[src/rtl/midi_pkg.sv]
// Shared types for the MIDI message serializer: FIFO entry layout, byte index and FSM states.
package midi_pkg;

    localparam int MSG_BYTES  = 5;
    localparam int MIDI_MSG_W = 24;
    localparam int TS_W       = 16;
    localparam int ENTRY_W    = TS_W + MIDI_MSG_W;

    typedef struct packed {
        logic [TS_W-1:0] ts;
        logic [7:0]      status;
        logic [7:0]      data1;
        logic [7:0]      data2;
    } midi_entry_t;

    typedef logic [2:0] byte_idx_t;

    typedef enum logic {
        IDLE,
        SEND
    } ser_state_t;

    localparam byte_idx_t LAST_IDX = byte_idx_t'(MSG_BYTES - 1);

    // Wire order of a stamped message: timestamp MSB first, then the three MIDI bytes.
    function automatic logic [7:0] entry_byte(input midi_entry_t e, input byte_idx_t idx);
        logic [7:0] b;
        case (idx)
            3'd0:    b = e.ts[15:8];
            3'd1:    b = e.ts[7:0];
            3'd2:    b = e.status;
            3'd3:    b = e.data1;
            3'd4:    b = e.data2;
            default: b = 8'h00;
        endcase
        return b;
    endfunction

endpackage

[src/rtl/midi_msg_serializer_if.sv]
// Byte-stream valid/ready link from the serializer to the network sender.
interface midi_msg_serializer_if;

    logic [7:0] byte_out;
    logic       byte_valid;
    logic       byte_ready;

    modport master (
        output byte_out,
        output byte_valid,
        input  byte_ready
    );

    modport slave (
        input  byte_out,
        input  byte_valid,
        output byte_ready
    );

endinterface

[src/rtl/midi_ts_fifo.sv]
// Synchronous FIFO of timestamped MIDI entries with registered pointers and occupancy count.
module midi_ts_fifo
    import midi_pkg::*;
#(
    parameter int DEPTH = 16
) (
    input  logic                   clk,
    input  logic                   reset,
    input  logic                   push_i,
    input  midi_entry_t            din_i,
    input  logic                   pop_i,
    output midi_entry_t            dout_o,
    output logic                   full_o,
    output logic                   empty_o,
    output logic [$clog2(DEPTH):0] count_o
);

    localparam int AW = $clog2(DEPTH);

    midi_entry_t   mem_q [DEPTH];
    logic [AW-1:0] wr_ptr_q, wr_ptr_d;
    logic [AW-1:0] rd_ptr_q, rd_ptr_d;
    logic [AW:0]   count_q, count_d;
    logic          do_push, do_pop;

    assign full_o  = (count_q == (AW+1)'(DEPTH));
    assign empty_o = (count_q == '0);
    assign do_pop  = pop_i && !empty_o;
    // A push into a full FIFO is only legal when the head leaves in the same cycle.
    assign do_push = push_i && (!full_o || do_pop);

    always_comb begin
        wr_ptr_d = wr_ptr_q;
        rd_ptr_d = rd_ptr_q;
        count_d  = count_q;
        if (do_push) begin
            wr_ptr_d = wr_ptr_q + 1'b1;
        end
        if (do_pop) begin
            rd_ptr_d = rd_ptr_q + 1'b1;
        end
        case ({do_push, do_pop})
            2'b10:   count_d = count_q + 1'b1;
            2'b01:   count_d = count_q - 1'b1;
            default: count_d = count_q;
        endcase
    end

    always_ff @(posedge clk or posedge reset) begin
        if (reset) begin
            wr_ptr_q <= '0;
            rd_ptr_q <= '0;
            count_q  <= '0;
        end else begin
            wr_ptr_q <= wr_ptr_d;
            rd_ptr_q <= rd_ptr_d;
            count_q  <= count_d;
        end
    end

    always_ff @(posedge clk) begin
        if (do_push) begin
            mem_q[wr_ptr_q] <= din_i;
        end
    end

    assign dout_o  = mem_q[rd_ptr_q];
    assign count_o = count_q;

endmodule

[src/rtl/midi_msg_serializer.sv]
// Timestamps MIDI messages, buffers them in a FIFO and streams each as five bytes to the sender.
module midi_msg_serializer
    import midi_pkg::*;
#(
    parameter int DEPTH    = 16,
    parameter int TICK_DIV = 50000
) (
    input  logic                   clk,
    input  logic                   reset,
    input  logic [23:0]            midi_msg_in,
    input  logic                   midi_msg_we,
    midi_msg_serializer_if.master  bus,
    output logic [$clog2(DEPTH):0] msg_count,
    output logic                   overflow,
    output logic [7:0]             drop_count,
    input  logic                   stat_clr,
    output logic [15:0]            timestamp
);

    localparam int PW = (TICK_DIV > 1) ? $clog2(TICK_DIV) : 1;

    logic [PW-1:0]   presc_q, presc_d;
    logic [TS_W-1:0] ts_q, ts_d;
    logic            tick;

    ser_state_t      state_q, state_d;
    byte_idx_t       idx_q, idx_d;
    midi_entry_t     hold_q, hold_d;

    logic            ovf_q, ovf_d;
    logic [7:0]      drops_q, drops_d;

    midi_entry_t     fifo_din, fifo_dout;
    logic            fifo_pop, fifo_full, fifo_empty, drop;

    assign tick = (presc_q == PW'(TICK_DIV - 1));

    always_comb begin
        presc_d = presc_q + 1'b1;
        ts_d    = ts_q;
        if (tick) begin
            presc_d = '0;
            ts_d    = ts_q + 1'b1;
        end
    end

    assign fifo_din = '{ts: ts_q, status: midi_msg_in[23:16],
                        data1: midi_msg_in[15:8], data2: midi_msg_in[7:0]};

    midi_ts_fifo #(
        .DEPTH (DEPTH)
    ) u_fifo (
        .clk     (clk),
        .reset   (reset),
        .push_i  (midi_msg_we),
        .din_i   (fifo_din),
        .pop_i   (fifo_pop),
        .dout_o  (fifo_dout),
        .full_o  (fifo_full),
        .empty_o (fifo_empty),
        .count_o (msg_count)
    );

    // A full FIFO still accepts the strobe when the FSM frees a slot in the same cycle.
    assign drop = midi_msg_we && fifo_full && !fifo_pop;

    always_comb begin
        ovf_d   = ovf_q;
        drops_d = drops_q;
        if (stat_clr) begin
            ovf_d   = 1'b0;
            drops_d = '0;
        end else if (drop) begin
            ovf_d = 1'b1;
            if (drops_q != 8'hFF) begin
                drops_d = drops_q + 1'b1;
            end
        end
    end

    always_comb begin
        state_d  = state_q;
        idx_d    = idx_q;
        hold_d   = hold_q;
        fifo_pop = 1'b0;
        case (state_q)
            IDLE: begin
                if (!fifo_empty) begin
                    fifo_pop = 1'b1;
                    hold_d   = fifo_dout;
                    idx_d    = '0;
                    state_d  = SEND;
                end
            end
            SEND: begin
                if (bus.byte_ready) begin
                    if (idx_q == LAST_IDX) begin
                        idx_d = '0;
                        // Chain straight into the next message so the stream has no bubble.
                        if (!fifo_empty) begin
                            fifo_pop = 1'b1;
                            hold_d   = fifo_dout;
                        end else begin
                            state_d = IDLE;
                        end
                    end else begin
                        idx_d = idx_q + 1'b1;
                    end
                end
            end
            default: state_d = IDLE;
        endcase
    end

    always_ff @(posedge clk or posedge reset) begin
        if (reset) begin
            presc_q <= '0;
            ts_q    <= '0;
            state_q <= IDLE;
            idx_q   <= '0;
            ovf_q   <= 1'b0;
            drops_q <= '0;
        end else begin
            presc_q <= presc_d;
            ts_q    <= ts_d;
            state_q <= state_d;
            idx_q   <= idx_d;
            ovf_q   <= ovf_d;
            drops_q <= drops_d;
        end
    end

    always_ff @(posedge clk) begin
        hold_q <= hold_d;
    end

    assign bus.byte_valid = (state_q == SEND);
    assign bus.byte_out   = (state_q == SEND) ? entry_byte(hold_q, idx_q) : 8'h00;
    assign overflow       = ovf_q;
    assign drop_count     = drops_q;
    assign timestamp      = ts_q;

endmodule
[src/flat_wrapper.sv]
// flat-port wrapper written by rule: the top's interface ports become plain ports
module midi_msg_serializer_flat import midi_pkg::*;
#(
    parameter int DEPTH    = 16,
    parameter int TICK_DIV = 50000
)
  (clk, reset, midi_msg_in, midi_msg_we, msg_count, overflow, drop_count, stat_clr, timestamp, bus_byte_out, bus_byte_valid, bus_byte_ready);
  midi_msg_serializer_if bus_i ();
  input  logic clk;
  input  logic reset;
  input  logic [23:0] midi_msg_in;
  input  logic midi_msg_we;
  output logic [$clog2(DEPTH):0] msg_count;
  output logic overflow;
  output logic [7:0] drop_count;
  input  logic stat_clr;
  output logic [15:0] timestamp;
  output wire logic [$bits(bus_i.byte_out)-1:0] bus_byte_out;
  output wire logic [$bits(bus_i.byte_valid)-1:0] bus_byte_valid;
  input wire logic [$bits(bus_i.byte_ready)-1:0] bus_byte_ready;
  assign bus_byte_out = bus_i.byte_out;
  assign bus_byte_valid = bus_i.byte_valid;
  assign bus_i.byte_ready = bus_byte_ready;
  midi_msg_serializer #(.DEPTH(DEPTH), .TICK_DIV(TICK_DIV)) u_core (.clk(clk), .reset(reset), .midi_msg_in(midi_msg_in), .midi_msg_we(midi_msg_we), .bus(bus_i), .msg_count(msg_count), .overflow(overflow), .drop_count(drop_count), .stat_clr(stat_clr), .timestamp(timestamp));
endmodule
[config.mk]
export PLATFORM = sky130hd
export DESIGN_NAME = midi_msg_serializer_flat
export DESIGN_NICKNAME = d
export VERILOG_FILES = /design/src/rtl/midi_pkg.sv /design/src/rtl/midi_msg_serializer_if.sv /design/src/rtl/midi_ts_fifo.sv /design/src/rtl/midi_msg_serializer.sv /design/src/flat_wrapper.sv
export SDC_FILE = /design/constraint.sdc
export NUM_CORES = 1
export LEC_CHECK = 0
export CAP_MARGIN = 40
export CORE_AREA = 2 2 334 253
export DETAILED_ROUTE_END_ITERATION = 8
export DIE_AREA = 0 0 336 255
export PLACE_DENSITY = 0.6
export SLEW_MARGIN = 40
export SYNTH_ARGS = -nofsm -noshare
export SYNTH_HDL_FRONTEND = slang
export SYNTH_SLANG_ARGS = --single-unit
[constraint.sdc]
create_clock -name clk -period 6.5 [get_ports clk]
set_input_delay 1.95 -clock clk [delete_from_list [all_inputs] [get_ports clk]]
set_output_delay 1.95 -clock clk [all_outputs]
set_load 0.03 [all_outputs]
==> results.tsv <==
stage	metric	value	unit
status	outcome	complete, no violations	
power	Pwr per Cell Area	411	nW/µm²
power	worst vdd ir	0.224	mV
timing	worst-case headroom to the max-slew limit	47.0	%
timing	setup TNS	0	ns
synth	Main synth FF type	edfxtp_1	
routing	antenna viol nets, final	0	
grt	Overall Global Routing Usage	14.9	%
die	row count	92	
grt	global-route wire length before repair	92300	µm
timing	RSZ-0062 raised after global routing	false	
die	io pins	68	
timing	Final Hold Fails	0	
synth	Distinct cells, synth	57	
clock_tree	post-CTS sizing	0	
final_layout	final instance area	33200	µm²
timing	Final period util	80.6	%
setup_path	Worst setup SP type	register	
routing	final wirelength	62900	µm
grt	Congestion Overflow GR	0	
synth	sequential element share of the synthesized area	76.4	%
timing	final hold slack	0.510	ns
place	dpl hpwl	38300	µm
synth	syn avg cell area	22.5	µm²
place	# port buffers	67	
final_layout	Final nets	1429	
clock_tree	Sink Count	738	
setup_path	Worst EP required	4.55	ns
min_path	min-delay worst type	reg -> reg	
timing	crit path time final	5.24	ns
synth	Yosys reg bits	738	
routing	via count	13095	
synth	asr flop ratio synth	7.86	%
synth	Synthesis Warnings	0	
final_layout	fill count	7260	
grt	largest net degree at the start of global routing	104	
clock_tree	CTS tree	done	
power	LEAKAGE	10.1	nW
routing	Via density	5.10	
setup_path	critical path class	reg -> out	
grt	initial antenna violation count	4	
routing	DR iter-0 viols	1253	
clock_tree	Worst-Skew Late Latency	0.62	ns
routing	Residual DRC	0	
place	DP Area	30900	µm²
final_layout	P&R area growth vs syn	16.0	%
die	Initial Util	34.5	%
final_layout	share of cells above drive strength 1	26.2	%
clock_tree	CTS Buffer Depth	3	
flow_run	max cap viols	0	
die	die extent in y	255	µm
clock_tree	Clock Root Buffer	clkbuf_16	
timing	endpoints failing setup	0	
final_layout	antenna cells	0	
setup_path	CP max FO	7	
synth	Post-Syn Instances	1271	
timing	Least-Margin Pin Slew	0.794	ns
clock_tree	H-Tree Depth	3	
timing	Clock Skews	0.0151	ns
setup_path	Register-to-Register Path Depth	12	
routing	WL/cell	24.5	µm
min_path	Hold Path Depth	1	
synth	syn_nets	1315	
synth	Post-synth EDFFs	680	
die	Total Die Area	85700	µm²
clock_tree	cts hold-fix bufs	0	
die	Die Width	336	µm
place	Final Wtd Congestion	0.810	
clock_tree	Post-CTS Setup Inserts	0	
clock_tree	CTS clk-pin slew, worst paths	0.06	ns
timing	fmax	191	MHz
grt	number of global-route vias before repair	13161	
routing	TritonRoute pass-1 iters	8	
synth	cell area after synthesis	28600	µm²
setup_path	Critical Path AT	3.29	ns
clock_tree	CTS Buf Count	68	
timing	Final Max Tran Viols	0	
die	Core ar.	83000	µm²
setup_path	CP endpoint kind	output pin	
[cells by family after synthesis]
family	count (synthesis)	synth area share (%)
buffers and inverters	67	1.37
AOI/OAI and AO/OA	44	1.13
adders and majority gates	15	0.656
xor gates and xnor gates	44	1.35
and+or+nand+nor	156	3.04
DFF	738	76.4
muxes	207	16.0
[placed cells by master, fill, tap and decap left out, types with 14 or more instances in the layout]
cell type	instances
nor2_4	14
nor2_1	26
mux4_2	200
ha_1	15
xnor2_1	31
clkbuf_16	70
clkinv_1	18
clkdlybuf4s50_1	67
nand2_1	41
buf_4	22
dfrtp_1	53
edfxtp_1	680
[cell usage after synthesis, types with 2 or more instances]
cell | number | area, µm²
nor4bb_1 | 3 | 30.0
xnor2_1 | 31 | 272
ha_1 | 15 | 188
nand2b_1 | 3 | 18.8
and2_1 | 2 | 12.5
o21ai_1 | 6 | 30.0
buf_12 | 5 | 100
edfxtp_1 | 680 | 20400
inv_1 | 9 | 33.8
nor2b_1 | 4 | 25.0
a21oi_1 | 4 | 20.0
nor4b_1 | 3 | 26.3
and4b_1 | 2 | 20.0
mux4_2 | 200 | 4500
buf_6 | 4 | 45.0
a31oi_1 | 6 | 37.5
clkbuf_1 | 27 | 101
nor3_2 | 5 | 50.1
nor4_2 | 7 | 87.6
nor3_1 | 7 | 35.0
a22o_1 | 2 | 17.5
dfrtp_1 | 58 | 1450
and4_1 | 2 | 17.5
nand2_1 | 41 | 154
nand4_1 | 9 | 56.3
nor2_1 | 39 | 146
nand3_1 | 13 | 65.1
mux2_4 | 2 | 30.0
buf_2 | 14 | 70.1
buf_1 | 6 | 22.5
a222oi_1 | 2 | 20.0
o21ai_0 | 2 | 10.0
and3_1 | 9 | 56.3
mux2_1 | 3 | 33.8
xor2_1 | 13 | 114
a22oi_1 | 12 | 90.1
[path summary, 6_finish.rpt]
path / from / endpoint / slack (ns)
max in group asynchronous: reset / u_core.u_fifo.rd_ptr_q[2] / 4.27
worst min-delay path: u_core.presc_q[0] / u_core.presc_q[0] / 0.51
worst max register to register: u_core.idx_q[0] / u_core.u_fifo.count_o[4] / 2.88
worst min register to register: u_core.presc_q[0] / u_core.presc_q[0] / 0.51
worst max-delay path: u_core.idx_q[0] / bus_byte_out[3] / 1.26
min in group asynchronous: reset / u_core.overflow / 1.79
[per-stage QoR]
stage          setup WS (ns)  instances  power [W]  util [%]
5_1_grt                 1.02       2569     0.0142      40.0
2_1_floorplan          0.602       1271    0.00843         -
6_report                1.26       2569     0.0136      40.0
4_1_cts                 1.27       2569     0.0138      40.0
3_5_place_dp            1.42       2443    0.00965      37.2
3_3_place_gp            1.48       2442    0.00960      37.2
[final cells by class]
class	instances	area [µm²]	share of cell area [%]
flip-flops and latches	738	21900	65.9
multi-input cells	466	6470	19.5
clock buffers	82	1820	5.47
well taps	1128	1410	4.25
repair buffers	101	1070	3.22
clock inverters	44	495	1.49
inverters	10	37.5	0.113
[power breakdown]
part	leakage [nW]	switching [W]	internal, W	total, W
Clock	1.13	0.00173	0.00241	0.00414
Sequential	6.70	0.000317	0.00578	0.00609
Combinational	2.29	0.00186	0.00154	0.00340
Total	10.1	0.00390	0.00972	0.0136
[layer usage]
| metal | up-vias | track usage, % | routed length [µm] |
|---|---|---|---|
| li1 | 5554 | - | - |
| met1 | 7048 | 21.3 | 27600 |
| met2 | 411 | 23.3 | 29800 |
| met3 | 80 | 3.33 | 4360 |
| met4 | 2 | 3.42 | 1030 |
| met5 | - | 0 | 13 |
[sequential cells by signal (all words and copies together) (netlist names)]
signal	flops
u_core.u_fifo.count_o	5
u_core.u_fifo.mem_q	640
u_core.idx_q	3
u_core.drop_count	8
u_core.u_fifo.wr_ptr_q	4
u_core.bus.byte_valid	1
u_core.u_fifo.rd_ptr_q	4
u_core.presc_q	16
u_core.overflow	1
u_core.timestamp	16
u_core.hold_q	40
[critical path: stages (launching register included)]
cell and delay, ns:
dfrtp_1 0.44, inv_1 0.11, ha_1 0.30, nor2b_1 0.43, a22oi_1 0.16, a31oi_1 0.45, clkdlybuf4s50_1 0.80
(Power assumes the default switching activity.)
